File: config.mk
export PLATFORM = sky130hd
export DESIGN_NAME = pwm_dac
export DESIGN_NICKNAME = d
export VERILOG_FILES = /design/src/rtl/dds_pkg.sv /design/src/rtl/pwm_dac_cnt.sv /design/src/rtl/pwm_dac.sv
export SDC_FILE = /design/constraint.sdc
export NUM_CORES = 1
export LEC_CHECK = 0
export BUFFER_PORTS_ARGS = -buffer_cell sky130_fd_sc_hd__buf_2
export CAP_MARGIN = 20
export CORE_ASPECT_RATIO = 0.8
export CORE_MARGIN = 4
export CORE_UTILIZATION = 50
export DETAILED_ROUTE_END_ITERATION = 8
export PLACE_DENSITY = 0.79
export SYNTH_ARGS = -nofsm -noshare
export SYNTH_HDL_FRONTEND = slang
export SYNTH_SLANG_ARGS = --single-unit
File: constraint.sdc
create_clock -name clk -period 1.97 [get_ports clk]
set_input_delay 0 -clock clk [delete_from_list [all_inputs] [get_ports clk]]
set_output_delay 0 -clock clk [all_outputs]
set_load 0.01 [all_outputs]
File: src/rtl/dds_pkg.sv
// Shared DDS definitions: controller state encoding, default widths and the
// product-to-duty quantizer used by the PWM output stage.
// Build option: define PWM_DAC_ROUND_EN to round half-up (with saturation)
// instead of truncating when reducing the product to RES bits.
package dds_pkg;

    typedef enum logic [1:0] {
        IDLE  = 2'd0,
        RUN   = 2'd1,
        DRAIN = 2'd2
    } state_t;

    localparam int unsigned DEF_M   = 8;
    localparam int unsigned DEF_RES = 8;

    // Working width of the quantizer; products up to QW bits are supported.
    localparam int unsigned QW = 64;

    // Reduce a pw-bit unsigned product (zero-extended to QW bits) to its top
    // res bits. The result sits in the low res bits of the return value.
    function automatic logic [QW-1:0] quantize(
        input logic [QW-1:0] mult,
        input int unsigned   pw,
        input int unsigned   res
    );
        logic [QW-1:0] top;
        logic [QW-1:0] max_val;
        top     = mult >> (pw - res);
        max_val = (QW'(1) << res) - QW'(1);
        top     = top & max_val;
`ifdef PWM_DAC_ROUND_EN
        // The bit just below the kept field decides rounding; there is none
        // when the whole product is kept.
        if (pw > res) begin
            logic [QW-1:0] below;
            below = mult >> (pw - res - 1);
            if (below[0] && (top != max_val)) begin
                top = top + QW'(1);
            end
        end
`endif
        return top;
    endfunction

endpackage

File: src/rtl/pwm_dac_cnt.sv
// PWM period counter and comparator. Counts 0..2^RES-1 while running, flags
// the last count of each period, and registers the compare result as the pin.
module pwm_cnt
    import dds_pkg::*;
#(
    parameter int unsigned RES = DEF_RES
) (
    input  logic           clk,
    input  logic           rst_n,
    input  logic           run,
    input  logic [RES-1:0] duty,
    output logic           wrap,
    output logic           pwm_out
);

    localparam logic [RES-1:0] CNT_MAX = '1;

    logic [RES-1:0] cnt_reg;
    logic           pwm_reg;

    // Free-running period counter while active; parked at zero when idle.
    always_ff @(posedge clk or negedge rst_n) begin
        if (!rst_n) begin
            cnt_reg <= '0;
        end else if (run) begin
            cnt_reg <= cnt_reg + RES'(1);
        end else begin
            cnt_reg <= '0;
        end
    end

    // Registered compare so the pin is glitch-free during normal operation.
    always_ff @(posedge clk or negedge rst_n) begin
        if (!rst_n) begin
            pwm_reg <= 1'b0;
        end else begin
            pwm_reg <= run && (cnt_reg < duty);
        end
    end

    assign wrap    = run && (cnt_reg == CNT_MAX);
    assign pwm_out = pwm_reg;

endmodule

File: src/rtl/pwm_dac.sv
// PWM DAC output stage of the DDS chain. Quantizes the amplitude product to a
// RES-bit duty, double-buffers it (pending -> duty) so the duty only changes
// on period boundaries, and paces upstream with a sample_req strobe.
// Build option: PWM_DAC_ROUND_EN selects round-half-up quantization.
module pwm_dac
    import dds_pkg::*;
#(
    parameter int unsigned M   = DEF_M,
    parameter int unsigned RES = DEF_RES
) (
    input  logic           clk,
    input  logic           rst_n,
    input  logic [2*M-1:0] mult,
    input  logic           mult_valid,
    input  logic           enable,
    output logic           pwm_out,
    output logic           sample_req,
    output logic           overrun,
    output logic           busy
);

    localparam int unsigned PW = 2 * M;

    state_t         state_reg;
    state_t         state_next;
    logic           load;
    logic           clr_ovr;
    logic           run;
    logic           wrap;
    logic [RES-1:0] quant_val;
    logic [RES-1:0] pending_reg;
    logic           pend_full_reg;
    logic [RES-1:0] duty_reg;
    logic           sample_req_reg;
    logic           overrun_reg;

    assign quant_val = RES'(quantize(QW'(mult), PW, RES));
    assign run       = (state_reg != IDLE);

    pwm_cnt #(
        .RES (RES)
    ) u_cnt (
        .clk     (clk),
        .rst_n   (rst_n),
        .run     (run),
        .duty    (duty_reg),
        .wrap    (wrap),
        .pwm_out (pwm_out)
    );

    // Controller state register.
    always_ff @(posedge clk or negedge rst_n) begin
        if (!rst_n) begin
            state_reg <= IDLE;
        end else begin
            state_reg <= state_next;
        end
    end

    // Next state plus the boundary-load and overrun-clear decisions.
    always_comb begin
        state_next = state_reg;
        load       = 1'b0;
        clr_ovr    = 1'b0;
        case (state_reg)
            IDLE: begin
                if (enable) begin
                    // Entry acts as a boundary so the first period starts
                    // with a fresh duty and a clean overrun flag.
                    state_next = RUN;
                    load       = 1'b1;
                    clr_ovr    = 1'b1;
                end
            end
            RUN: begin
                if (wrap) begin
                    if (enable) begin
                        load = 1'b1;
                    end else begin
                        state_next = IDLE;
                    end
                end else if (!enable) begin
                    state_next = DRAIN;
                end
            end
            DRAIN: begin
                if (enable) begin
                    // Resumed before the period ran out: behave as RUN.
                    state_next = RUN;
                    load       = wrap;
                end else if (wrap) begin
                    // Finish the current period, then stop without loading.
                    state_next = IDLE;
                end
            end
            default: begin
                state_next = IDLE;
            end
        endcase
    end

    // Pending/duty double buffer with boundary bypass and sticky overrun.
    always_ff @(posedge clk or negedge rst_n) begin
        if (!rst_n) begin
            pending_reg    <= '0;
            pend_full_reg  <= 1'b0;
            duty_reg       <= '0;
            sample_req_reg <= 1'b0;
            overrun_reg    <= 1'b0;
        end else begin
            sample_req_reg <= load;
            if (load) begin
                // A sample arriving on the boundary goes straight to duty;
                // an empty buffer leaves the previous duty in place.
                if (mult_valid) begin
                    duty_reg <= quant_val;
                end else if (pend_full_reg) begin
                    duty_reg <= pending_reg;
                end
                pend_full_reg <= 1'b0;
            end else if (mult_valid) begin
                pending_reg   <= quant_val;
                pend_full_reg <= 1'b1;
                if (pend_full_reg) begin
                    overrun_reg <= 1'b1;
                end
            end
            if (clr_ovr) begin
                overrun_reg <= 1'b0;
            end
        end
    end

    // sample_req is high in the first cycle the newly loaded duty is in effect.
    assign sample_req = sample_req_reg;
    assign overrun    = overrun_reg;
    assign busy       = run;

endmodule

After elaboration in Yosys (flattened, before gate mapping)
Cells that the tools add are included.
Storage, ports and cells
  bits in registers: 30
  input port bits: 20
  output and inout bits: 4
  word-level logic and storage cells: 51
Operators by class
  add/subtract/negate cells: 1
  $lt $le $gt $ge: 1
  equality and inequality tests: 7
  muxes and demuxes: 21
  bitwise operators: 1
  reductions and logical operators: 12
Operators with widths (count)
  $mux 8: 3
  $mux 2: 6
  $mux 1: 10
  $reduce_bool 2->1: 5
  $add 8x1->8 const B: 1
  $eq 8x8->1 const B: 1
  $lt 8x8->1: 1
  $pmux 2 s3: 1
  $reduce_and 3->1: 2
  $ne 2x2->1 const B: 2
  $reduce_and 2->1: 2
  $ne 3x3->1 const B: 1
  $pmux 1 s3: 1
  $eq 2x1->1 const B: 1
  $eq 2x2->1 const B: 1
  $logic_and 1x1->1: 2
  $logic_not 2->1: 1
  $ne 2x1->1 const B: 1
  $not 1->1: 1

Longest topological paths before layout
Gate-level depths: netlist of run 1.
  word-level depth: 6
  gate-level depth with buffers: 7
  gate-level depth less buffers: 7

By module
From an unflattened synthesis of run 1, not the netlist that was laid out.
Second synthesis, totals
  cell total of the unflattened synthesis: 150
  area, all modules: 1665.3 um^2
Modules (own cells, without submodules)
  pwm_dac: times used 1, cells each 92, area each 1111.1 um^2, seq. area each 525.5 um^2
  pwm_cnt: times used 1, cells each 58, area each 554.3 um^2, seq. area each 225.2 um^2

Worst setup path after synthesis of run 1
OpenSTA, ideal clock, no wires.
  kind: register to register
  start point: register state_reg[1]
  end point: register pending_reg[0]
  library setup time: 0.125 ns
  arrival: 1.638 ns
  data required time: 1.845 ns
  path slack: 0.207 ns
  stages on the path, launching flop included: 7
  path buffers: 0
  clock period less this slack: 1.763 ns
  cells stage by stage: dfrtp_1 > inv_1 > ha_1 > and3_1 > a31oi_4 > o21ai_4 > mux2_2
Between the ends
  word-level cells in the longest chain between the ends: 6
  elaborated cells between the ends (all ways): 10
  those cells by class: eq/ne (2); mux (3); bitwise (1); reduce/logical (4)
RTL lines
  from (decl): RTL line pwm_dac.sv:24  | state_t state_reg;
  from (signal assigned): RTL line pwm_dac.sv:56  | state_reg <= state_next;
  $reduce_bool 2->1: RTL line pwm_dac.sv:38  | assign run = (state_reg != IDLE);
  $logic_and 1x1->1: RTL line pwm_dac_cnt.sv:41  | assign wrap = run && (cnt_reg == CNT_MAX);
  $mux 1 (on tied branches): RTL line pwm_dac.sv:87, pwm_dac.sv:76
  $pmux 1 s3 *: RTL line pwm_dac.sv:65  | case (state_reg)
  $not 1->1 (no line) *
  $reduce_and 2->1 (no line) *
  to (signal assigned): RTL line pwm_dac.sv:122  | pending_reg <= quant_val;
  to (decl): RTL line pwm_dac.sv:31  | logic [RES-1:0] pending_reg;
Mark *: on every way between the ends. The rest lies on a longest branch, timed or not.
A chain may end at the register's enable or synchronous reset.

Final worst setup path of run 1
  start point: register state_reg[0]
  end point: register pending_reg[1]
Same word-level chain as after synthesis.

==> reports/qor.csv, run 1 <==
stage,metric,value,unit
worst_setup_path,worst_r2r_path_depth,7,
global_route,grt_max_degree,31,
clock_tree,h-tree-depth,2,
worst_setup_path,cp_slowest_stage_delay,0.41,ns
timing,relSlewSlack,0.558,
worst_setup_path,worstSetupPathType,flop to flop,
timing,finalCritPeriodShare,0.961,
floorplan,rows,18,
layout,synthToLayoutAreaGrowth,22.1,%
timing,slew_violations,0,
placement,dp_cells,205,
logic_synthesis,ys_warn_count,0,
logic_synthesis,syn_inst,152,
routing,viasPerCell,5.56,
global_route,grtUsageTotal,0.193,
worst_setup_path,r2r_slack,0.08,ns
clock_tree,cts_buffers,5,
global_route,grt_pass1_wl,6.22,mm
global_route,gr-usage-met3,0.0478,
routing,drtAntennaViolNets,0,
logic_synthesis,ys_seq_elements,30,
timing,worst_hold_slack,0.103,ns
routing,drc_errors,0,
worst_setup_path,crit_chain,inv_1 > ha_1 > and3_2 > a31oi_4 > o21ai_4 > buf_12 > mux2_2,
clock_tree,path_clk_slew,0.06,ns
layout,antennaDiodeCount,0,
timing,tightest_slew,0.662,ns
logic_synthesis,ys_types,38,
pwr,leakagePower,0.945,nW
routing,wl_per_cell,15.5,µm
job,drv_cap,0,
logic_synthesis,syn_nets,184,
floorplan,die_w,71.6,µm
pwr,pwr_density_cell,1300,nW/µm²
logic_synthesis,netlist_top_cells_area,"dfrtp_1 46%, ha_1 9.3%, mux2_2 5.6%, nor2_1 3.3%, a2bb2oi_1 3.3%",
worst_setup_path,arrival,2.06,ns
clock_tree,cts_max_path_buffers,2,
logic_synthesis,synthAdderAreaFrac,0.0929,
floorplan,design.core.area,3090,µm²
global_route,antenna_found_initial,0,
clock_tree,tritoncts,done,
run_status,status,"finished, final reports clean",
worst_setup_path,crit_required,2.14,ns
worst_hold_path,hold_end,overrun,
global_route,grt_remaining_overflow,0,
worst_setup_path,end_kind,flop,
timing,fmax,528,MHz
global_route,met1_usage,0.243,
timing,hold_violations,0,
logic_synthesis,synth-simple-area-share,0.137,
worst_hold_path,hold_path_class,input pin to flop,
routing,vias,1263,
global_route,grt_pass1_vias,1339,
logic_synthesis,yosys-mux-area-fraction,0.0619,
floorplan,floorplan.initialDensity,0.524,
worst_setup_path,slowest_stage,dfrtp_1,
floorplan,die_y,58.9,µm
routing,drt_pass1_iterations,4,
timing,tns,0,ns
layout,fillers,240,
worst_setup_path,critical_path.max_fanout,8,
worst_setup_path,reg2reg_from,state_reg[0],
logic_synthesis,synth-compound-area-share,0.168,
timing,fin_skew,0.00224,ns
worst_setup_path,rr_endpoint,pending_reg[1],
logic_synthesis,synth_top_area_frac,0.464,
routing,drtIter0Drc,35,
logic_synthesis,synth_top_cell_by_area,dfrtp_1,
placement,routabilityCongestion,0.767,
logic_synthesis,netlist_area,1620,µm²
layout,drive_above_1_share,0.219,
global_route,grt.busiest_layer,met2,
pwr,ir_drop,0.737,mV
placement,io_buffers,15,
logic_synthesis,synth_top_family_by_area,compound AO/OA/AOI/OAI gates,
logic_synthesis,synth_area_per_cell,10.6,µm²
floorplan,die-area,4210,µm²
logic_synthesis,synth_xor_area_frac,0.0325,
timing,fin_crit,1.89,ns
layout,instances_no_fill,227,
logic_synthesis,synth-seq-area-share,0.464,
timing,setup_viol,0,
worst_hold_path,hold_depth,3,
clock_tree,clock-sinks,30,
routing,wl,3.51,mm
placement,hpwlAfterDp,2.51,mm
floorplan,ioPinCount,24,
layout,fin_nets,218,
global_route,grtUsageMet2,0.310,
clock_tree,root_buffer,clkbuf_8,
worst_setup_path,start_kind,flop,
worst_hold_path,hold_path.startpoint,mult_valid,
clock_tree,insertion_delay,0.28,ns
[cell families (layout without fill, tap and decap cells)]
family,Yosys count,in the layout
muxes,9,9
AOI/OAI and AO/OA,33,33
adders and majority gates,12,12
buffers and inverters,16,51
DFF,30,30
and+or+nand+nor,46,46
xor gates and xnor gates,6,6
[layout make-up]
| class | instances | area [µm²] | share of cell area |
|---|---|---|---|
| flip-flops and latches | 30 | 751 | 0.380 |
| clock inverters | 1 | 5.00 | 0.00253 |
| multi-input cells | 106 | 801 | 0.406 |
| clock buffers | 7 | 86.3 | 0.0437 |
| well taps | 40 | 50.0 | 0.0253 |
| repair buffers | 32 | 240 | 0.122 |
| inverters | 11 | 41.3 | 0.0209 |
[critical path: cells and delay by family, from the launching register on]
kind,cells,cell delay [ns]
flops,1,0.41
mux,1,0.33
compound gates,2,0.32
fa+ha+maj,1,0.27
buf+inv,2,0.23
simple gates,1,0.22
[what timing repair did]
action,4_1_cts,5_1_grt
endpoints found under the setup margin,0,16
buffers inserted,0,4
hold endpoints to repair,39,0
hold buffers,10,0
resized for setup,0,2
[through the flow]
step	setup slack, ns	cell area, µm²	power, mW	util
6_report	0.0777	1970	2.57	0.640
5_1_grt	-0.0114	1970	2.78	0.640
4_1_cts	0.0500	1930	2.54	0.624
3_5_place_dp	0.0878	1740	2.00	0.562
3_3_place_gp	0.125	1740	1.92	0.562
2_1_floorplan	0.207	1620	1.68	-
[how the worst max path moves through the flow]
stage	slack (ns)	end	cells after the start	from
finish	0.08	pending_reg[1]	7	state_reg[0]
global route	-0.01	pending_reg[1]	7	state_reg[0]
CTS	0.05	pending_reg[6]	6	state_reg[0]
detailed placement	0.09	pending_reg[6]	6	state_reg[0]
global placement	0.12	pending_reg[4]	6	state_reg[0]
floorplan	0.21	pending_reg[0]	6	state_reg[1]
[layer usage]
layer / up-vias / wire (µm)
met5: - / 0
met4: 0 / 89
met3: 9 / 119
met2: 22 / 1720
met1: 618 / 1580
li1: 614 / -
[placed cells by master, fill, tap and decap left out, types with 2 or more instances in the layout]
cell type	count
a2bb2oi_1	6
inv_1	11
xor2_1	5
o221ai_1	6
buf_2	15
a21oi_1	7
nor3_1	2
nor2b_1	6
nand3_1	5
dlygate4sd3_1	10
o21ai_0	2
mux2_2	7
dfrtp_1	30
nand2_1	12
clkbuf_8	6
buf_4	6
o22a_1	2
nor2_1	14
ha_1	12
[synthesized netlist by cell type, drive strengths merged]
master   number
o221ai        6
mux2i         1
clkbuf        2
buf           3
o22a          2
nand4b        1
a41o          1
o32ai         1
dfrtp        30
nor2         14
inv          11
xnor2         1
nor3          2
nor2b         6
nand2b        1
nand2        12
nor4b         1
mux2          8
o31ai         1
and4          1
xor2          5
o21ai         3
a211o         1
a31o          1
a221oi        1
o21bai        1
and3          2
a31oi         2
nand3         5
nand4         1
ha           12
a2bb2oi       6
a21oi         7
[report_power, final]
group	switching (mW)	internal (mW)	leakage, nW
clock network	0.228	0.281	0.0482
logic	0.524	0.514	0.527
registers	0.178	0.841	0.370
total	0.930	1.64	0.945
(Power assumes the default switching activity.)
==> run 2: changes to the inputs <==
--- a/config.mk
+++ b/config.mk
@@ -5,6 +5,7 @@
 export SDC_FILE = /design/constraint.sdc
 export NUM_CORES = 1
 export LEC_CHECK = 0
+export ABC_AREA = 1
 export BUFFER_PORTS_ARGS = -buffer_cell sky130_fd_sc_hd__buf_2
 export CAP_MARGIN = 20
 export CORE_ASPECT_RATIO = 0.8
==> constraint.sdc (replaced) <==
create_clock -name clk -period 2 [get_ports clk]
set_input_delay 0 -clock clk [delete_from_list [all_inputs] [get_ports clk]]
set_output_delay 0 -clock clk [all_outputs]
set_load 0.01 [all_outputs]
==> run 2 against run 1 <==
Effect of this change: total power decreased by 3.1%; sequential power decreased by 8%; critical path depth increased by 2; final area about the same; fmax increased by 10%; die area increased by 2.2%; setup slack improved by 0.21 ns; count of clock-buffer cells in the layout decreased by 1.
==> reports/qor.csv, run 2 <==
stage,metric,value,unit,change
logic_synthesis,async_flop_share,1.00,,unchanged
logic_synthesis,ys_seq_elements,30,,unchanged
timing,relSlewSlack,0.553,,-0.00502
clock_tree,h-tree-depth,2,,unchanged
worst_setup_path,slowest_stage,dfrtp_1,,
global_route,grt_pass1_vias,1194,,-11%
pwr,leakagePower,1.04,nW,+10%
timing,fin_skew,0.00754,ns,+0.00530 ns
worst_setup_path,arrival,1.88,ns,-0.18 ns
global_route,grt_pass1_wl,5.38,mm,-13%
clock_tree,clock-sinks,30,,unchanged
routing,drtAntennaViolNets,0,,unchanged
logic_synthesis,syn_nets,216,,+17%
run_status,status,"finished, final reports clean",,
global_route,antenna_found_initial,0,,unchanged
routing,drt_pass1_iterations,4,,unchanged
layout,synthToLayoutAreaGrowth,19.0,%,
routing,drc_errors,0,,unchanged
global_route,grt_max_degree,31,,unchanged
worst_setup_path,reg2reg_from,state_reg[0],,
routing,wl,3.06,mm,-13%
floorplan,design.core.area,3130,µm²,+1.5%
timing,fin_crit,1.72,ns,-0.177 ns
timing,fmax,583,MHz,+10%
worst_setup_path,crit_start,state_reg[0],,
layout,fin_util,0.630,,-0.00961
pwr,ir_drop,0.650,mV,-12%
global_route,grtUsageTotal,0.164,,-0.0287
logic_synthesis,netlist_top_cells_area,"dfrtp_1 45%, nand2_1 10%, ha_1 9.1%, mux2i_1 4.8%, inv_1 4.5%",,
clock_tree,cts_max_path_buffers,2,,unchanged
routing,vias,1266,,+0.24%
worst_setup_path,start_kind,flop,,
logic_synthesis,synth_area_per_cell,9.01,µm²,-15%
logic_synthesis,netlist_area,1660,µm²,+2.6%
floorplan,die-area,4310,µm²,+2.2%
clock_tree,cts_buffers,5,,unchanged
clock_tree,cts_setup_buffers,0,,unchanged
placement,io_buffers,15,,unchanged
worst_setup_path,crit_chain,inv_1 > ha_1 > inv_4 > nand3_2 > nand3b_4 > nand2_4 > nand3_4 > nand2_1 > o21ai_2,,
worst_setup_path,worstSetupPathType,flop to flop,,
worst_setup_path,cp_slowest_stage_delay,0.41,ns,about the same
floorplan,rows,18,,unchanged
logic_synthesis,ys_warn_count,0,,unchanged
layout,antennaDiodeCount,0,,unchanged
floorplan,floorplan.initialDensity,0.530,,+0.00565
timing,tightest_slew,0.670,ns,+0.00753 ns
clock_tree,root_buffer,clkbuf_8,,
timing,rsz0062_at_grt,false,,
routing,wl_per_cell,12.1,µm,-22%
clock_tree,tritoncts,done,,
clock_tree,insertion_delay,0.28,ns,about the same
logic_synthesis,yosysMostFrequentCell,nand2_1,,
logic_synthesis,ys_types,25,,-34%
timing,tns,0,ns,unchanged
logic_synthesis,synth_edf_count,0,,unchanged
logic_synthesis,synth_top_area_frac,0.453,,-0.0116
layout,drive_above_1_share,0.192,,-0.0268
worst_setup_path,crit_required,2.17,ns,+0.03 ns
timing,finalCritPeriodShare,0.858,,-0.103
pwr,totalPowerFinal,2.49,mW,-3.1%
pwr,pwr_density_cell,1260,nW/µm²,-3.0%
floorplan,die_w,72.4,µm,+1.1%
logic_synthesis,synth_top_cell_by_area,dfrtp_1,,
timing,slew_violations,0,,unchanged
placement,routabilityCongestion,0.769,,+0.26%
job,drv_cap,0,,unchanged
global_route,grt_remaining_overflow,0,,unchanged
timing,setup_viol,0,,unchanged
logic_synthesis,synth_flop_cell,dfrtp_1,,
logic_synthesis,synth-seq-area-share,0.453,,-0.0116
logic_synthesis,synthTopCellsByCount,"46 x nand2_1, 30 x dfrtp_1, 20 x inv_1",,
layout,final_cell_mix,"46 x nand2_1, 30 x dfrtp_1, 20 x inv_1, 15 x buf_2",,
worst_setup_path,end_kind,flop,,
floorplan,ioPinCount,24,,unchanged
worst_setup_path,critical_path.max_fanout,16,,+8
routing,viasPerCell,5.00,,-10%
worst_hold_path,hold_path_class,input pin to flop,,
layout,layout_commonest_cell,nand2_1,,
logic_synthesis,syn_inst,184,,+21%
routing,drtIter0Drc,116,,+230%
timing,hold_violations,0,,unchanged
floorplan,die_y,59.5,µm,+1.1%
clock_tree,path_clk_slew,0.06,ns,about the same
placement,hpwlAfterDp,2.11,mm,-16%
layout,fin_nets,245,,+12%
worst_hold_path,hold_path.startpoint,enable,,
==> run 2: layout make-up <==
class / count / area, µm²
Fill cell: 255 / 1160
Multi-Input combinational cell: 130 / 806
Clock buffer: 6 / 82.6
Sequential cell: 30 / 751
Inverter: 21 / 81.3
Clock inverter: 1 / 30.0
Timing Repair Buffer: 25 / 173
Tap cell: 40 / 50.0
==> run 2: kinds of logic after synthesis <==
group                    count (synthesis)  synth area share
AND/OR/NAND/NOR                         80             0.232
flip-flops                              30             0.453
multiplexers                             8            0.0483
buffers and inverters                   24            0.0611
adder cells (fa/ha/maj)                 12            0.0906
AO/OA/AOI/OAI                           30             0.115
==> run 2: power breakdown <==
part           switching [mW]  internal, mW  leakage (nW)
logic                   0.565         0.362         0.604
registers               0.125         0.815         0.381
clock network           0.224         0.398        0.0573
==> run 2: critical path, delay by kind of cell (launching register included) <==
family	cells	cell delay, ns
buffers and inverters	2	0.18
adders and majority gates	1	0.25
AOI/OAI and AO/OA	1	0.06
and+or+nand+nor	5	0.71
DFF	1	0.41
==> run 2: path summary, 6_finish.rpt <==
check                      depth (start not counted)  slack [ns]               end
max                                                9        0.28       duty_reg[4]
min                                                5        0.11      state_reg[0]
max reg2reg                                        9        0.28       duty_reg[4]
min reg2reg                                        2        0.47    pending_reg[7]
max in group asynchronous                          2        1.27  u_cnt.cnt_reg[2]
min in group asynchronous                          2        0.29      state_reg[0]
==> run 2: metal layers <==
metal  routed length (µm)  GRT usage  share of wire
met1                 1490      0.207           0.49
met3                  140     0.0475          0.046
met2                 1400      0.265           0.46
met5                    0          0              0
met4                   31     0.0711          0.010
==> run 2: stage by stage <==
| stage | worst slack (ns) | hold WS [ns] | std cells | area, µm² |
|---|---|---|---|---|
| after floorplan | 0.382 | -0.296 | 184 | 1660 |
| after global placement | 0.299 | 0.0690 | 237 | 1770 |
| after detailed placement | 0.296 | 0.0818 | 237 | 1770 |
| after CTS | 0.269 | 0.105 | 253 | 1970 |
| after global routing | 0.129 | 0.158 | 253 | 1970 |
| final | 0.284 | 0.109 | 253 | 1970 |
==> run 2: repair_timing <==
item,4_1_cts,5_1_grt
endpoints found under the hold margin,38,0
resized for setup,0,0
endpoints found under the setup margin,0,0
hold buffers,9,0
